## src/rtl/multicycle_pkg.sv

```systemverilog
// Shared constants for the multicycle control block: FSM state encodings,
// instruction class codes, the halt opcode, the ALU default operation,
// datapath mux select values and fault codes.
package multicycle_pkg;

  // FSM state encodings (the state port exposes these values directly)
  localparam logic [3:0] ST_FETCH    = 4'd0;
  localparam logic [3:0] ST_DECODE   = 4'd1;
  localparam logic [3:0] ST_EXEC_R   = 4'd2;
  localparam logic [3:0] ST_EXEC_I   = 4'd3;
  localparam logic [3:0] ST_ALU_WB   = 4'd4;
  localparam logic [3:0] ST_MEM_ADDR = 4'd5;
  localparam logic [3:0] ST_MEM_RD   = 4'd6;
  localparam logic [3:0] ST_MEM_WB   = 4'd7;
  localparam logic [3:0] ST_MEM_WR   = 4'd8;
  localparam logic [3:0] ST_BRANCH   = 4'd9;
  localparam logic [3:0] ST_JUMP     = 4'd10;
  localparam logic [3:0] ST_LOADI    = 4'd11;
  localparam logic [3:0] ST_HALT     = 4'd12;
  localparam logic [3:0] ST_FAULT    = 4'd13;

  // Instruction classes, taken from the top three opcode bits
  localparam logic [2:0] CLS_R   = 3'b000;
  localparam logic [2:0] CLS_I   = 3'b001;
  localparam logic [2:0] CLS_LD  = 3'b010;
  localparam logic [2:0] CLS_ST  = 3'b011;
  localparam logic [2:0] CLS_BR  = 3'b100;
  localparam logic [2:0] CLS_JMP = 3'b101;
  localparam logic [2:0] CLS_LDI = 3'b110;
  localparam logic [2:0] CLS_SYS = 3'b111;

  // Halt opcode at the default 6-bit opcode width (all ones)
  localparam logic [5:0] OP_HALT = 6'h3F;

  localparam logic [3:0] ALU_ADD = 4'h0;

  // Register write-data select
  localparam logic [1:0] WD_MDR    = 2'd0;
  localparam logic [1:0] WD_ALUOUT = 2'd1;
  localparam logic [1:0] WD_IMM    = 2'd2;

  // ALU operand B select
  localparam logic [1:0] SRCB_FOUR    = 2'd0;
  localparam logic [1:0] SRCB_REGB    = 2'd1;
  localparam logic [1:0] SRCB_OFFS_SH = 2'd2;
  localparam logic [1:0] SRCB_OFFS    = 2'd3;

  // PC source select
  localparam logic [1:0] PCS_ALU    = 2'd0;
  localparam logic [1:0] PCS_ALUOUT = 2'd1;
  localparam logic [1:0] PCS_JUMP   = 2'd2;

  // Fault codes
  localparam logic [1:0] FAULT_NONE    = 2'd0;
  localparam logic [1:0] FAULT_ILLEGAL = 2'd1;
  localparam logic [1:0] FAULT_TIMEOUT = 2'd2;

  // Classes whose instructions steer the register-track select
  function automatic logic uses_track(input logic [2:0] cls);
    return (cls == CLS_I) || (cls == CLS_LD) || (cls == CLS_ST) || (cls == CLS_LDI);
  endfunction

endpackage

```

## src/rtl/multicycle_ctrl_mem_wait.sv

```systemverilog
// mc_mem_wait: counts stalled cycles of one memory request and flags a
// timeout.
// Ports: clk, reset (sync, active high), req (mem_req), ack (mem_ack),
//        timeout (this is the last allowed stalled cycle and no ack came),
//        done (request completes this cycle).
module mc_mem_wait #(
  parameter int MEM_TIMEOUT = 15
) (
  input  logic clk,
  input  logic reset,
  input  logic req,
  input  logic ack,
  output logic timeout,
  output logic done
);

  localparam int CW = (MEM_TIMEOUT > 1) ? $clog2(MEM_TIMEOUT) : 1;
  // The counter holds the number of stalled cycles already seen, so the
  // cycle in which it equals MEM_TIMEOUT-1 is the one that brings the total
  // up to MEM_TIMEOUT.
  localparam logic [CW-1:0] LIMIT = (MEM_TIMEOUT > 0) ? CW'(MEM_TIMEOUT - 1) : '0;

  logic [CW-1:0] count;

  // Clearing whenever no request is pending (or it completes) means the
  // counter is already zero on entry to any waiting state.
  always_ff @(posedge clk) begin
    if (reset || !req || ack) count <= '0;
    else                      count <= count + CW'(1);
  end

  assign done    = req & ack;
  assign timeout = (MEM_TIMEOUT > 0) ? (req & ~ack & (count == LIMIT)) : 1'b0;

endmodule

```

## src/rtl/multicycle_ctrl.sv

```systemverilog
// multicycle_ctrl: multicycle-core control FSM with merged decode, a
// variable-latency memory handshake with timeout, sticky HALT/FAULT and a
// retired-instruction counter.
// Ports: clk, reset (sync, active high), opcode (IR opcode field),
//        mem_ack (memory done); outputs state, memory strobes/selects,
//        datapath enables and selects, halted, fault_code, retired.
module multicycle_ctrl
  import multicycle_pkg::*;
#(
  parameter int OP_SIZE     = 6,
  parameter int ALU_OP_BITS = 4,
  parameter int MEM_TIMEOUT = 15,
  parameter int CNT_WIDTH   = 32
) (
  input  logic                   clk,
  input  logic                   reset,
  input  logic [OP_SIZE-1:0]     opcode,
  input  logic                   mem_ack,
  output logic [3:0]             state,
  output logic                   mem_req,
  output logic                   mem_we,
  output logic                   mem_addr_sel,
  output logic                   ir_write,
  output logic                   pc_write,
  output logic                   pc_write_cond,
  output logic                   reg_write,
  output logic [1:0]             reg_wdata_sel,
  output logic                   alu_src_a,
  output logic [1:0]             alu_src_b,
  output logic [ALU_OP_BITS-1:0] alu_op,
  output logic [1:0]             pc_src,
  output logic                   reg_track_sel,
  output logic                   halted,
  output logic [1:0]             fault_code,
  output logic [CNT_WIDTH-1:0]   retired
);

  logic [3:0]             next_state;
  logic [2:0]             op_class;
  logic [ALU_OP_BITS-1:0] op_alu;
  logic                   timeout;
  logic                   done;
  logic                   retire;

  assign op_class = opcode[OP_SIZE-1:OP_SIZE-3];
  assign op_alu   = opcode[ALU_OP_BITS-1:0];

  mc_mem_wait #(.MEM_TIMEOUT(MEM_TIMEOUT)) u_mem_wait (
    .clk    (clk),
    .reset  (reset),
    .req    (mem_req),
    .ack    (mem_ack),
    .timeout(timeout),
    .done   (done)
  );

  // Datapath controls decoded from the registered state. Strobes are
  // suppressed while reset is high so an abandoned instruction never writes.
  always_comb begin
    mem_req       = 1'b0;
    mem_we        = 1'b0;
    mem_addr_sel  = 1'b0;
    ir_write      = 1'b0;
    pc_write      = 1'b0;
    pc_write_cond = 1'b0;
    reg_write     = 1'b0;
    reg_wdata_sel = WD_MDR;
    alu_src_a     = 1'b0;
    alu_src_b     = SRCB_FOUR;
    alu_op        = ALU_OP_BITS'(ALU_ADD);
    pc_src        = PCS_ALU;
    reg_track_sel = 1'b0;
    case (state)
      ST_FETCH: begin
        mem_req  = 1'b1;
        ir_write = mem_ack;
        pc_write = mem_ack;
      end
      ST_DECODE:   alu_src_b = SRCB_OFFS_SH;
      ST_EXEC_R: begin
        alu_src_a = 1'b1;
        alu_src_b = SRCB_REGB;
        alu_op    = op_alu;
      end
      ST_EXEC_I: begin
        alu_src_a = 1'b1;
        alu_src_b = SRCB_OFFS;
        alu_op    = op_alu;
      end
      ST_ALU_WB: begin
        reg_write     = 1'b1;
        reg_wdata_sel = WD_ALUOUT;
      end
      ST_MEM_ADDR: begin
        alu_src_a = 1'b1;
        alu_src_b = SRCB_OFFS;
      end
      ST_MEM_RD: begin
        mem_req      = 1'b1;
        mem_addr_sel = 1'b1;
      end
      ST_MEM_WB:   reg_write = 1'b1;
      ST_MEM_WR: begin
        mem_req      = 1'b1;
        mem_we       = 1'b1;
        mem_addr_sel = 1'b1;
      end
      ST_BRANCH: begin
        alu_src_a     = 1'b1;
        alu_src_b     = SRCB_REGB;
        alu_op        = op_alu;
        pc_write_cond = 1'b1;
        pc_src        = PCS_ALUOUT;
      end
      ST_JUMP: begin
        pc_write = 1'b1;
        pc_src   = PCS_JUMP;
      end
      ST_LOADI: begin
        reg_write     = 1'b1;
        reg_wdata_sel = WD_IMM;
      end
      default: ;
    endcase
    if (state != ST_HALT && state != ST_FAULT) reg_track_sel = uses_track(op_class);
    if (reset) begin
      mem_req       = 1'b0;
      mem_we        = 1'b0;
      ir_write      = 1'b0;
      pc_write      = 1'b0;
      pc_write_cond = 1'b0;
      reg_write     = 1'b0;
    end
  end

  // Next-state logic; an ack always beats a timeout in the same cycle.
  always_comb begin
    next_state = state;
    case (state)
      ST_FETCH: begin
        if (done)         next_state = ST_DECODE;
        else if (timeout) next_state = ST_FAULT;
      end
      ST_DECODE: begin
        case (op_class)
          CLS_R:         next_state = ST_EXEC_R;
          CLS_I:         next_state = ST_EXEC_I;
          CLS_LD, CLS_ST: next_state = ST_MEM_ADDR;
          CLS_BR:        next_state = ST_BRANCH;
          CLS_JMP:       next_state = ST_JUMP;
          CLS_LDI:       next_state = ST_LOADI;
          CLS_SYS:       next_state = (&opcode) ? ST_HALT : ST_FAULT;
          default:       next_state = ST_FAULT;
        endcase
      end
      ST_EXEC_R, ST_EXEC_I: next_state = ST_ALU_WB;
      ST_MEM_ADDR: next_state = (op_class == CLS_LD) ? ST_MEM_RD : ST_MEM_WR;
      ST_MEM_RD: begin
        if (done)         next_state = ST_MEM_WB;
        else if (timeout) next_state = ST_FAULT;
      end
      ST_MEM_WR: begin
        if (done)         next_state = ST_FETCH;
        else if (timeout) next_state = ST_FAULT;
      end
      ST_ALU_WB, ST_MEM_WB, ST_BRANCH, ST_JUMP, ST_LOADI: next_state = ST_FETCH;
      ST_HALT, ST_FAULT: next_state = state;
      default: next_state = ST_FETCH;
    endcase
  end

  assign retire = (state == ST_ALU_WB) || (state == ST_MEM_WB) || (state == ST_BRANCH) ||
                  (state == ST_JUMP) || (state == ST_LOADI) || ((state == ST_MEM_WR) && done);

  // State, sticky status flags and the wrapping retired counter.
  always_ff @(posedge clk) begin
    if (reset) begin
      state      <= ST_FETCH;
      halted     <= 1'b0;
      fault_code <= FAULT_NONE;
      retired    <= '0;
    end else begin
      state <= next_state;
      if (next_state == ST_HALT) halted <= 1'b1;
      if (state == ST_DECODE && next_state == ST_FAULT) fault_code <= FAULT_ILLEGAL;
      if (timeout) fault_code <= FAULT_TIMEOUT;
      if (retire) retired <= retired + CNT_WIDTH'(1);
    end
  end

endmodule

```

## config.mk

```make
export PLATFORM = sky130hd
export DESIGN_NAME = multicycle_ctrl
export DESIGN_NICKNAME = d
export VERILOG_FILES = /design/src/rtl/multicycle_pkg.sv /design/src/rtl/multicycle_ctrl_mem_wait.sv /design/src/rtl/multicycle_ctrl.sv
export SDC_FILE = /design/constraint.sdc
export NUM_CORES = 1
export LEC_CHECK = 0
export BUFFER_PORTS_ARGS = -buffer_cell sky130_fd_sc_hd__buf_2
export CAP_MARGIN = 0
export CORE_UTILIZATION = 40
export DETAILED_ROUTE_END_ITERATION = 8
export PLACE_DENSITY = 0.75
export SYNTH_ARGS = -nofsm -noshare
export SYNTH_HDL_FRONTEND = slang
export SYNTH_SLANG_ARGS = --single-unit
```

## constraint.sdc

```tcl
create_clock -name clk -period 5.1 [get_ports clk]
set_input_delay 0.765 -clock clk [delete_from_list [all_inputs] [get_ports clk]]
set_output_delay 0.765 -clock clk [all_outputs]
set_load 0.05 [all_outputs]
```

==> impl_metrics.yaml <==
synth:
  synthArstFlopShare_pct: 0
  ys.warnings.count: 0
  synth_seq_area_share_pct: 35.3
  synth.distinct_cells: 53
  postSynthAreaPerCell_um2: 8.01
  ys_ff_latch: 43
  synth_area_um2: 2440
  mappedNetlistNets: 316
  syn_inst: 304
  synth_edf_count: 0
  synthFlopType: "dfxtp_1"
critical_path:
  cp-end-kind: "output pin"
  crit_family: "flip-flops"
  worstPathBufferInverterCount: 1
  critPathRequiredTime_ns: 4.34
  worstReg2RegStart: "state[3]"
  worst_r2r_path_depth: 5
  critPathArrivalTime_ns: 2.09
  crit_type: "flop to output pin"
  critical-path-slowest-cell: "dfxtp_1"
  crit_fanout: 22
  crit_path_cell_trace: "nand3b_1 -> and2_1 -> nor3_1 -> buf_2"
  crit_path_max_incr_delay_ns: 0.75
  timing.rr.end: "retired[20]"
  start_kind: "flop"
  rrSetupSlack_ns: 2.74
global_routing:
  grt_pass1_wl_um: 9210
  track_usage_pct: 18.1
  grt_pass1_vias: 2012
  antenna_found_initial: 0
  grt_overflow: 0
  grt_start_max_net_pins: 45
clock_network:
  cts_tree: "done"
  insertion_delay_ns: 0.30
  clk_pin_slew_ns: 0.08
  cts_resized: 0
  root_buffer: "clkbuf_8"
  cts.sinks: 43
  cts_buffer_depth: 2
  cts_buffers: 5
  cts_setup_buffers: 0
  postCtsHoldBufs: 0
  htree_levels: 2
pwr:
  p_per_area_nw_per_um2: 259
  peakVddDrop_mv: 0.113
  cellLeakagePower_nw: 1.22
  total_power_mw: 0.751
place:
  portBuffers: 66
  gp_congestion: 0.772
  place_ws_ns: 2.30
  hpwl_um: 3960
detailed_routing:
  drc: 0
  drt_first_pass_iters: 5
  via_per_inst: 5.21
  antenna_left: 0
  drt-wirelength-per-cell_um: 12.6
  route.vias.total: 2288
  wl_um: 5510
  drt_iter0_drc: 209
timing:
  fin_crit_sh_pct: 56.1
  setup_ws_ns: 2.24
  setup_viol: 0
  fin_crit_ns: 2.86
  timing.fmax_ghz: 0.350
  worst_pin_slew_ns: 0.820
  hold_viol_final: 0
  clock-skew-final_ns: 0.00531
  rsz0062_at_grt: "false"
  finalSetupTns_ns: 0
  max_slew_margin_pct: 45.3
  drv_slew: 0
layout:
  nFillCells: 582
  synthToLayoutAreaGrowth_pct: 19.0
  layout_common_cells: "66 x buf_2, 50 x nor2_1, 43 x dfxtp_1"
  multi_input_area_um2: 1470
  final_common_cell: "buf_2"
  n_antenna_cell: 0
  register_area_um2: 861
  fin_nets: 375
  layout-drive-gt1-share_pct: 24.7
  post-route-util_pct: 49.3
die:
  die_w_um: 80.0
  dieArea_um2: 6410
  initial_core_util_pct: 41.4
  die_y_um: 80.0
  coreArea_um2: 5890
  ioPinCount: 67
  num_rows: 28
hold_path:
  min-delay-start: "u_mem_wait.count[0]"
  holdCritPathClass: "flop to flop"
  hold_path_depth: 1
  hold_path_end: "u_mem_wait.count[0]"
run:
  maxCapViolations: 0
outcome:
  status: "finished clean"
## area by class of cell
type	instances	share of cell area, %
multi-input cells	239	50.8
flip-flops and latches	43	29.7
repair buffers	66	11.4
well taps	75	3.24
clock buffers	5	2.37
clock inverters	3	1.51
inverters	8	1.04
## per-layer routing
| layer | global-route usage (%) | vias to the layer above | part of all wire, % | wire length, um |
|---|---|---|---|---|
| met5 | 0 | - | 0 | 0 |
| met4 | 6.61 | 0 | 1.7 | 92 |
| met3 | 5.26 | 11 | 7.6 | 420 |
| met2 | 28.5 | 73 | 44 | 2420 |
| met1 | 23.2 | 1049 | 47 | 2580 |
| li1 | - | 1155 | - | - |
## logic make-up (layout without fill, tap and decap cells)
group | Yosys count | in the layout | synth area share (%)
adders and majority gates | 3 | 3 | 1.54
buffers and inverters | 22 | 82 | 4.26
AOI/OAI and AO/OA | 40 | 40 | 12.9
muxes | 3 | 3 | 1.23
and+or+nand+nor | 165 | 165 | 34.7
DFF | 43 | 43 | 35.3
xor gates and xnor gates | 28 | 28 | 10.1
## through the flow
step / cells / area [um^2] / hold slack, ns
after CTS: 439 / 2900 / 0.467
after global placement: 431 / 2790 / 0.445
after detailed placement: 431 / 2790 / 0.448
after global routing: 439 / 2900 / 0.497
after floorplan: 304 / 2440 / 0.430
final: 439 / 2900 / 0.460
## synthesized netlist by cell type (all sizes together) (2+ instances only)
master / number / area share [%]
ha: 3 / 1.5
nand4: 6 / 1.5
a21oi: 14 / 3.5
or3: 6 / 1.7
nand3: 17 / 3.7
nor2: 50 / 7.7
inv: 8 / 1.2
o2111ai: 2 / 1.7
nor4: 3 / 1.4
o22ai: 2 / 0.51
xnor2: 14 / 5.0
mux2i: 3 / 1.2
nor3: 20 / 4.3
nand2: 28 / 4.4
and2: 6 / 1.5
dfxtp: 43 / 35
nand3b: 3 / 0.92
nor2b: 3 / 0.77
and3: 6 / 1.6
nand2b: 10 / 2.6
xor2: 14 / 5.0
a211oi: 3 / 1.6
buf: 6 / 1.7
or2: 4 / 1.1
o21a: 2 / 0.62
o21ai: 9 / 1.8
clkbuf: 8 / 1.3
## worst max-delay path by stage
stage	start	end	cells past startpoint
2_1_floorplan	state[1]	pc_write	4
4_1_cts	state[2]	mem_req	4
3_5_place_dp	reset	ir_write	4
3_3_place_gp	reset	ir_write	4
5_1_grt	state[2]	mem_req	4
6_report	state[2]	mem_req	4
## where the power goes
group | switching, mW | total (mW) | internal, mW
Combinational | 0.0942 | 0.132 | 0.0375
Clock | 0.118 | 0.264 | 0.146
Sequential | 0.0155 | 0.356 | 0.341
Total | 0.227 | 0.751 | 0.524
## flip-flops by register name, indices dropped and copies added (netlist names)
register and flops:
retired 32, state 4, u_mem_wait.count 4, fault_code 2, halted 1
No activity file was read; power rests on OpenSTA's default activity.
